**config.mk**
```make
export PLATFORM = sky130hd
export DESIGN_NAME = ochiba_hazard_ctrl
export DESIGN_NICKNAME = d
export VERILOG_FILES = /design/src/rtl/ochiba_hazard_ctrl.sv
export SDC_FILE = /design/constraint.sdc
export NUM_CORES = 1
export LEC_CHECK = 0
export ABC_AREA = 0
export BUFFER_PORTS_ARGS = -buffer_cell sky130_fd_sc_hd__buf_4
export CORE_MARGIN = 2
export CORE_UTILIZATION = 41
export CTS_CLUSTER_DIAMETER = 40
export DETAILED_ROUTE_END_ITERATION = 7
export GPL_ROUTABILITY_DRIVEN = 0
export GPL_TIMING_DRIVEN = 0
export PLACE_DENSITY = 0.68
export REMOVE_ABC_BUFFERS = 1
export SLEW_MARGIN = 20
export SYNTH_ARGS = -nofsm -noshare
export SYNTH_HDL_FRONTEND = slang
export SYNTH_SLANG_ARGS = --single-unit
```
**constraint.sdc**
```tcl
create_clock -name clk -period 6 [get_ports clk]
set_input_delay 1.2 -clock clk [delete_from_list [all_inputs] [get_ports clk]]
set_output_delay 1.2 -clock clk [all_outputs]
set_load 0.01 [all_outputs]
```
**src/rtl/ochiba_hazard_ctrl.sv**
```systemverilog
// ochiba_hazard_ctrl
// Pipeline sequencing controller for the six-stage RV32I core
// (IF, ID, RF, Ex, MA, WB). Resolves the WB redirect, the MA data-memory
// wait, the Ex multi-cycle busy flag and the load-use hazard into the
// per-stage clear/stall controls. Also holds the post-redirect fetch-flush
// window, an Ex-busy watchdog and stall/flush event counters.
module ochiba_hazard_ctrl #(
    parameter int unsigned FLUSH_HOLD = 2,
    parameter int unsigned EX_TIMEOUT = 64,
    parameter int unsigned CNT_W      = 32
) (
    input  logic             clk,
    input  logic             reset,
    input  logic             branch,
    input  logic             Exnow,
    input  logic             ma_mem_req,
    input  logic             dmem_ready,
    input  logic [4:0]       id_rs1,
    input  logic [4:0]       id_rs2,
    input  logic             id_use1,
    input  logic             id_use2,
    input  logic [4:0]       rf_rd,
    input  logic             rf_load,
    output logic             IFREGclear,
    output logic             IDREGclear,
    output logic             RFREGclear,
    output logic             ExREGclear,
    output logic             MAREGclear,
    output logic             WBREGclear,
    output logic             IFREGstall,
    output logic             IDREGstall,
    output logic             RFREGstall,
    output logic             ExREGstall,
    output logic             MAREGstall,
    output logic             ex_timeout,
    output logic [CNT_W-1:0] stall_cnt,
    output logic [CNT_W-1:0] flush_cnt
);

    typedef enum logic {
        RUN   = 1'b0,
        FLUSH = 1'b1
    } state_t;

    localparam logic [3:0]  HOLD_INIT   = 4'(FLUSH_HOLD);
    localparam logic [16:0] TIMEOUT_LIM = 17'(EX_TIMEOUT);

    state_t           state;
    state_t           state_next;
    logic [3:0]       hold;
    logic [3:0]       hold_next;
    logic [15:0]      wd;
    logic [15:0]      wd_next;
    logic             timeout_next;
    logic [CNT_W-1:0] stall_next;
    logic [CNT_W-1:0] flush_next;

    logic             mem_wait;
    logic             rs1_hit;
    logic             rs2_hit;
    logic             load_use;
    logic             any_stall;

    // Hazard source decode; x0 is never a real destination so it cannot hazard
    assign mem_wait = ma_mem_req & ~dmem_ready;
    assign rs1_hit  = id_use1 & (id_rs1 == rf_rd);
    assign rs2_hit  = id_use2 & (id_rs2 == rf_rd);
    assign load_use = rf_load & (rf_rd != 5'd0) & (rs1_hit | rs2_hit);

    // State register: flush window FSM, watchdog, sticky timeout and counters
    always_ff @(posedge clk) begin
        if (!reset) begin
            state      <= RUN;
            hold       <= 4'd0;
            wd         <= 16'd0;
            ex_timeout <= 1'b0;
            stall_cnt  <= '0;
            flush_cnt  <= '0;
        end else begin
            state      <= state_next;
            hold       <= hold_next;
            wd         <= wd_next;
            ex_timeout <= timeout_next;
            stall_cnt  <= stall_next;
            flush_cnt  <= flush_next;
        end
    end

    // Next-state logic: a redirect (re)opens the fetch-flush window, which
    // otherwise counts down regardless of any stall and closes at 1
    always_comb begin
        state_next = state;
        hold_next  = hold;
        if (branch) begin
            if (HOLD_INIT != 4'd0) begin
                state_next = FLUSH;
                hold_next  = HOLD_INIT;
            end else begin
                state_next = RUN;
                hold_next  = 4'd0;
            end
        end else if (state == FLUSH) begin
            if (hold <= 4'd1) begin
                state_next = RUN;
                hold_next  = 4'd0;
            end else begin
                hold_next = hold - 4'd1;
            end
        end
    end

    // Watchdog: counts consecutive busy cycles, saturates, and latches the
    // timeout flag on the edge where the count reaches the limit
    always_comb begin
        wd_next      = 16'd0;
        timeout_next = ex_timeout;
        if (Exnow) begin
            if (wd == 16'hFFFF) begin
                wd_next = wd;
            end else begin
                wd_next = wd + 16'd1;
            end
            if (({1'b0, wd} + 17'd1) >= TIMEOUT_LIM) begin
                timeout_next = 1'b1;
            end
        end
    end

    // Event counters: stalled cycles and accepted redirects, both wrapping
    always_comb begin
        stall_next = stall_cnt + CNT_W'(any_stall);
        flush_next = flush_cnt + CNT_W'(branch);
    end

    // Output logic: reset forces a full flush, otherwise the highest-priority
    // source alone drives the controls, with the flush window ORed into IF
    always_comb begin
        IFREGclear = 1'b0;
        IDREGclear = 1'b0;
        RFREGclear = 1'b0;
        ExREGclear = 1'b0;
        MAREGclear = 1'b0;
        WBREGclear = 1'b0;
        IFREGstall = 1'b0;
        IDREGstall = 1'b0;
        RFREGstall = 1'b0;
        ExREGstall = 1'b0;
        MAREGstall = 1'b0;
        if (!reset) begin
            IFREGclear = 1'b1;
            IDREGclear = 1'b1;
            RFREGclear = 1'b1;
            ExREGclear = 1'b1;
            MAREGclear = 1'b1;
            WBREGclear = 1'b1;
        end else begin
            if (branch) begin
                IFREGclear = 1'b1;
                IDREGclear = 1'b1;
                RFREGclear = 1'b1;
                ExREGclear = 1'b1;
                MAREGclear = 1'b1;
            end else if (mem_wait) begin
                IFREGstall = 1'b1;
                IDREGstall = 1'b1;
                RFREGstall = 1'b1;
                ExREGstall = 1'b1;
                MAREGstall = 1'b1;
                WBREGclear = 1'b1;
            end else if (Exnow) begin
                IFREGstall = 1'b1;
                IDREGstall = 1'b1;
                RFREGstall = 1'b1;
                ExREGstall = 1'b1;
                MAREGclear = 1'b1;
            end else if (load_use) begin
                IFREGstall = 1'b1;
                IDREGstall = 1'b1;
                RFREGclear = 1'b1;
            end
            if (state == FLUSH) begin
                IFREGclear = 1'b1;
            end
        end
    end

    // Any stage held this cycle counts as a stalled cycle
    assign any_stall = IFREGstall | IDREGstall | RFREGstall | ExREGstall | MAREGstall;

endmodule

```
==> key figures, run 1 <==
Run status
  – Status: completed

Setup path
  – Critical path data required time: about 4800 ps
  – Worst path bufs/invs: 5
  – CP cell instances: buf_4, inv_2, buf_12, nor2_1, inv_1, o22ai_1, o21bai_1, buf_4
  – R2r worst-path depth: 6
  – Critical path class: in2out
  – Delay-heaviest family, CP: buffers and inverters
  – CP max stage cell: o22ai_1
  – Arr. time, crit path: around 3100 ps
  – Critical path fanouts, max: 35
  – RR Startpoint: wd[0]
  – Worst Setup Start Kind: input pin
  – Most used cell, CP: buf_4
  – Worst Setup End Kind: output port
  – Reg-to-reg setup timing slack: 3800 ps
  – Reg-to-Reg End: wd[0]
  – CP peak stage delay: just under 400 ps
  – Critical path depth: 8

STA
  – RSZ-0062 raised after global routing: no
  – Setup TNS: 0 ps
  – Hold Fails Final Rpt: 0
  – Fin Clk Skew: between 10 and 15 ps
  – Min Tclk post-route: between 4000 and 5000 ps
  – Slew HR: between 50% and 60%
  – Slew @ Worst Pin: roughly 740 ps
  – Finish-stage setup viols: 0
  – Final slew viol count: 0
  – Max Clk Rate: about 0.24 GHz
  – Tcrit/Tclk final: between 70% and 80%
  – Min Hold Slack: around 480 ps

Yosys
  – Mapped Cells: between 400 and 500
  – Compound-cell area share of the yosys netlist: 7.71%
  – Multiplexer share of the synthesized area: ~1.6%
  – Synth Area in Simple Gates: a little over 30%
  – Synth Cell Area: about 0.0044 mm^2
  – Post-synthesis cell type count: 52
  – Yosys warnings: 0
  – Post-Synth XOR/XNOR Area: between 10 and 15%
  – Largest family of logic cells by synthesized area: simple AND/OR/NAND/NOR gates
  – Number of synthesized flops with an enable pin: 0
  – Seq/Total Area, Yosys: 39.3%
  – Ys flop type: dfxtp_1
  – Mean Syn Cell Area: approximately 9.0 um^2
  – Yosys reg bits: between 80 and 90
  – Post-synth ARST share: 0%
  – Adder-cell area share of the yosys netlist: under 10%

Global route
  – Initial antenna violation count: 0
  – Overall routing resource usage: 17.0%
  – Global-route wire length before repair: ~16000 um
  – Gr ovfl total: 0
  – Largest net degree at the start of global routing: 36
  – Vias in the first global route: between 3000 and 4000

Drt
  – Drt via density: 5.15
  – Routed wire per std cell: about 13 um
  – Final WL: 9530 um
  – DR vias: around 3700
  – Initial drt markers: 176
  – DRT Pass-1 Iters: 4
  – Final ANT Viol Nets: 0
  – Remaining DRCs: 0

Clock tree
  – Setup Buffers After CTS: 0
  – Clock latency on the worst-skew pair: around 350 ps
  – Root Buffer: clkbuf_8
  – CTS hold repair buffers: 0
  – Clock-pin slew on the worst setup and hold paths: around 80 ps
  – Cts repair resizes: 0
  – Inserted Clock Buffers: 9
  – CTS H-Tree Depth: 3
  – Max clock buf depth: 2
  – CTS tree: done
  – TritonCTS Sinks: between 80 and 90

Power and ir drop
  – Peak VDD IR: 0.118 mV
  – Design internal power: just over 0.8 mW
  – Combinational share of power: ~6%
  – Leak Pwr: between 2 and 2.5 nW
  – Clk pwr share: a little under 40%
  – Psw: 0.245 mW
  – Sequential share of power: 54.2%
  – PD cells: ~200 mW/mm^2
  – Sw frac: between 20 and 25%

Floorplanning
  – Row count: 37
  – Die Wd: between 100 and 150 um
  – IO Count: 100
  – Starting Density: 42.3%
  – Core Region: 0.0104 mm^2
  – Die Span Y: roughly 110 um
  – Die area: 0.0115 mm^2

Layout
  – Most common cell after layout, fill and taps aside: buf_4
  – Nets@finish: ~610
  – Fillcell total: roughly 990
  – Sequential Area: ~0.0017 mm^2
  – Commonest cells after routing, fill and taps aside: buf_4 (99), dfxtp_1 (86), nor2_1 (60)
  – Layout cells sized above 1: about 26%
  – Area growth syn-to-layout: 22.9%
  – Multi-input logic area: about 0.0025 mm^2
  – Diodes inserted: 0

Min path
  – Hold Crit Class: reg2reg
  – Hold path startpoint: ex_timeout
  – Hold path endpoint: ex_timeout
  – Worst hold stages: 1

Run
  – Max-cap violations: 0

Place
  – Dpl hpwl: roughly 6900 um
  – PortBufs: 99
[power by group through the flow]
stage	combinational, mW	sequential (mW)	clock [mW]
after floorplan	0.0286	0.593	0
after global placement	0.0613	0.593	0
after detailed placement	0.0650	0.593	0
after CTS	0.0652	0.579	0.440
after global routing	0.0707	0.580	0.463
final	0.0641	0.579	0.425
[worst register-to-register path, stage by stage (launching register included)]
cell and delay, ps:
dfxtp_1 450, ha_1 220, and3_1 190, and3_1 230, nand4_1 530, xnor2_1 390
nor2_1 70
[registers in the layout (all words and copies together), names as in the netlist]
signal / flops
flush_cnt: 32
stall_cnt: 32
wd: 16
hold: 4
ex_timeout: 1
state: 1
[through the flow]
stage	std cells	cell area, um^2	total power, mW	utilization (%)	setup WS [ps]
2_1_floorplan	463	4240	0.621	-	1570
3_3_place_gp	698	5160	0.654	49.7	567
3_5_place_dp	699	5180	0.658	49.9	1340
4_1_cts	715	5390	1.08	51.9	1700
5_1_grt	715	5390	1.11	51.9	1400
6_report	715	5390	1.07	51.9	1750
[how the worst max path moves through the flow]
| stage | slack (ps) | end | from |
|---|---|---|---|
| final | 1750 | IDREGstall | reset |
| after global routing | 1400 | stall_cnt[19] | reset |
| after CTS | 1700 | IFREGstall | reset |
| after detailed placement | 1340 | stall_cnt[31] | reset |
| after global placement | 570 | stall_cnt[31] | reset |
| after floorplan | 1570 | stall_cnt[28] | reset |
[cell type report]
type                       count  area share, %
clock buffer                  12           2.88
inverter                      15           1.05
multi-input combinational    362           45.8
tap                          136           3.16
timing repair buffer         100           14.2
sequential                    86           32.0
clock inverter                 4           1.02
[layer usage]
metal  part of all wire, %  wire length [um]  GRT usage [%]  vias up
li1                      -                 -              -     1865
met1                    47              4490           21.9     1745
met2                    48              4560           28.3       67
met3                   4.2               397           3.87        6
met4                  0.84                80           5.13        0
met5                     0                 0              0        -
[cell usage after synthesis (4+ instances only)]
cell type | instances | area share [%]
xnor2_1 | 41 | 8.2
a21oi_1 | 25 | 2.9
mux2i_1 | 6 | 1.4
nor3_1 | 14 | 1.6
or3_1 | 12 | 1.7
and3_1 | 11 | 1.6
inv_1 | 15 | 1.3
nand2_1 | 29 | 2.5
o21ai_0 | 19 | 2.2
buf_6 | 6 | 1.5
clkbuf_1 | 9 | 0.77
nand4_1 | 12 | 1.7
and4_4 | 4 | 1.0
and4_1 | 7 | 1.4
and2_1 | 6 | 0.86
dfxtp_1 | 86 | 39
nor2_1 | 60 | 5.1
ha_1 | 8 | 2.3
nand2b_1 | 5 | 0.71
nand3_1 | 22 | 2.5
nor4_2 | 7 | 2.0
nor4_1 | 5 | 0.71
xor2_1 | 31 | 6.2
[cells by family after synthesis]
logic type | after synthesis
mux | 7
compound gates | 59
fa+ha+maj | 8
buf+inv | 37
simple gates | 216
flops | 86
xor+xnor | 72
(Power assumes the default switching activity.)
==> inputs of run 2 (changes only) <==
- PLACE_DENSITY: 0.68 -> 0.71
- clock period: 6 -> 3.75 ns (I/O delays scaled with it)
==> run 2 against run 1 <==
  * Final cell count did not move
  * Global-route usage fell by 0.34 points
  * Utilization rose by 0.096 points
  * Hold slack got worse by 1.0 ps
  * Sequential power rose by 60%
  * Design area rose by 0.19%
  * Non-clock buffer count did not move
  * Via count rose by 0.87%
  * Clock-buffer cell count fell by 2
  * Combinational power rose by 61%
  * Setup slack got worse by 1400 ps
  * Largest power group unchanged
==> key figures, run 2 (synthesis results as in run 1) <==
Run status
  – Status: completed

Drt
  – DRT Pass-1 Iters: 4
  – Drt via density: 5.20
  – Routed wire per std cell: 13.3 um
  – Remaining DRCs: 0
  – DR vias: around 3700
  – Initial drt markers: around 180
  – Final WL: roughly 9500 um
  – Final ANT Viol Nets: 0

STA
  – Finish-stage setup viols: 0
  – RSZ-0062 raised after global routing: no
  – Slew HR: roughly 58%
  – Hold Fails Final Rpt: 0
  – Tcrit/Tclk final: 91.4%
  – Fin Clk Skew: approximately 15 ps
  – Min Tclk post-route: roughly 3400 ps
  – Final slew viol count: 0
  – Max Clk Rate: roughly 0.29 GHz
  – Slew @ Worst Pin: between 600 and 700 ps

Floorplanning
  – IO Count: 100
  – Starting Density: a little over two fifths
  – Core Region: around 0.010 mm^2
  – Die area: around 0.012 mm^2
  – Die Wd: 107 um
  – Die Span Y: between 100 and 150 um
  – Row count: 37

Run
  – Max-cap violations: 0

Clock tree
  – Clock-pin slew on the worst setup and hold paths: around 90 ps
  – CTS hold repair buffers: 0
  – CTS H-Tree Depth: 3
  – Inserted Clock Buffers: 9
  – Clock latency on the worst-skew pair: 350 ps
  – Max clock buf depth: 2
  – TritonCTS Sinks: 86
  – Root Buffer: clkbuf_8
  – CTS tree: done

Setup path
  – Critical path fanouts, max: 25
  – Arr. time, crit path: around 3700 ps
  – Critical path data required time: approximately 4000 ps
  – Worst Setup Start Kind: input pin
  – Worst Setup End Kind: flip-flop
  – Critical path class: in2reg

Place
  – Dpl hpwl: just under 7000 um
  – PortBufs: 99
  – Cells after DPL: 699

Global route
  – Initial antenna violation count: 0
  – Overall routing resource usage: 16.7%
  – Largest net degree at the start of global routing: 36
  – Global-route wire length before repair: between 15000 and 20000 um
  – Gr ovfl total: 0
  – Vias in the first global route: 3525

Layout
  – Commonest cells after routing, fill and taps aside: buf_4 (99), dfxtp_1 (86), nor2_1 (59)
  – Most common cell after layout, fill and taps aside: buf_4
  – Fin cells: around 720
  – Diodes inserted: 0
  – Nets@finish: around 600
  – Fillcell total: 954
  – Largest regs: flush_cnt: 32 flops, stall_cnt: 32 flops, wd: 16 flops
  – Area growth syn-to-layout: 23.1%
  – Layout cells sized above 1: a little over a quarter

Power and ir drop
  – Leak Pwr: about 2.1 nW
  – PD cells: approximately 320 mW/mm^2
  – Peak VDD IR: ~0.16 mV
  – Tot Pwr: between 1.5 and 2 mW

Min path
  – Hold Crit Class: reg2reg
==> run 2: layer usage <==
| metal | vias up | routed length [um] | part of all wire, % | global-route usage, % |
|---|---|---|---|---|
| met2 | 90 | 4650 | 49 | 29.5 |
| met5 | - | 0 | 0 | 0 |
| met4 | 0 | 119 | 1.3 | 5.68 |
| li1 | 1870 | - | - | - |
| met1 | 1744 | 4230 | 45 | 20.2 |
| met3 | 11 | 503 | 5.3 | 3.09 |
==> run 2: timing repair <==
item                                    in CTS  in global routing
endpoints found under the setup margin       0                 22
setup buffers                                0                  0
resized for setup                            0                  3
==> run 2: stage by stage <==
stage	worst slack [ps]	cell area [um^2]	TNS [ps]	utilization (%)	hold slack, ps
final	323	5400	0	52.0	478
after global routing	69.2	5400	0	52.0	509
after CTS	50.9	5380	0	51.9	484
after detailed placement	-332	5180	-5070	49.9	459
after global placement	-1240	5160	-33680	49.7	460
after floorplan	-235	4240	-2410	-	479
==> run 2: worst paths after layout <==
kind	from	to	slack, ps	cells after the start
worst max-delay path	reset	stall_cnt[28]	320	13
worst min-delay path	ex_timeout	ex_timeout	480	1
worst max register to register	wd[0]	ex_timeout	1600	6
worst min register to register	ex_timeout	ex_timeout	480	1
==> run 2: where the power goes <==
group,internal [mW],switching [mW],total [mW]
clock,0.331,0.353,0.684
combinational,0.0500,0.0533,0.103
sequential,0.920,0.00726,0.927
==> run 2: area by class of cell <==
cell class | count | area, um^2 | area share (%)
clock inverters | 6 | 68.8 | 1.28
clock buffers | 10 | 138 | 2.55
inverters | 15 | 56.3 | 1.04
flip-flops and latches | 86 | 1720 | 31.9
well taps | 136 | 170 | 3.15
repair buffers | 100 | 763 | 14.1
multi-input cells | 362 | 2480 | 45.9
==> run 2: critical path, stage by stage <==
cell	delay, ps
buf_4	210
inv_2	250
nor2_2	250
inv_1	180
o22ai_2	290
o21bai_1	160
ha_1	240
ha_1	230
and4_4	280
nand4_4	240
nor4b_2	380
xnor2_1	150
nor2_1	50
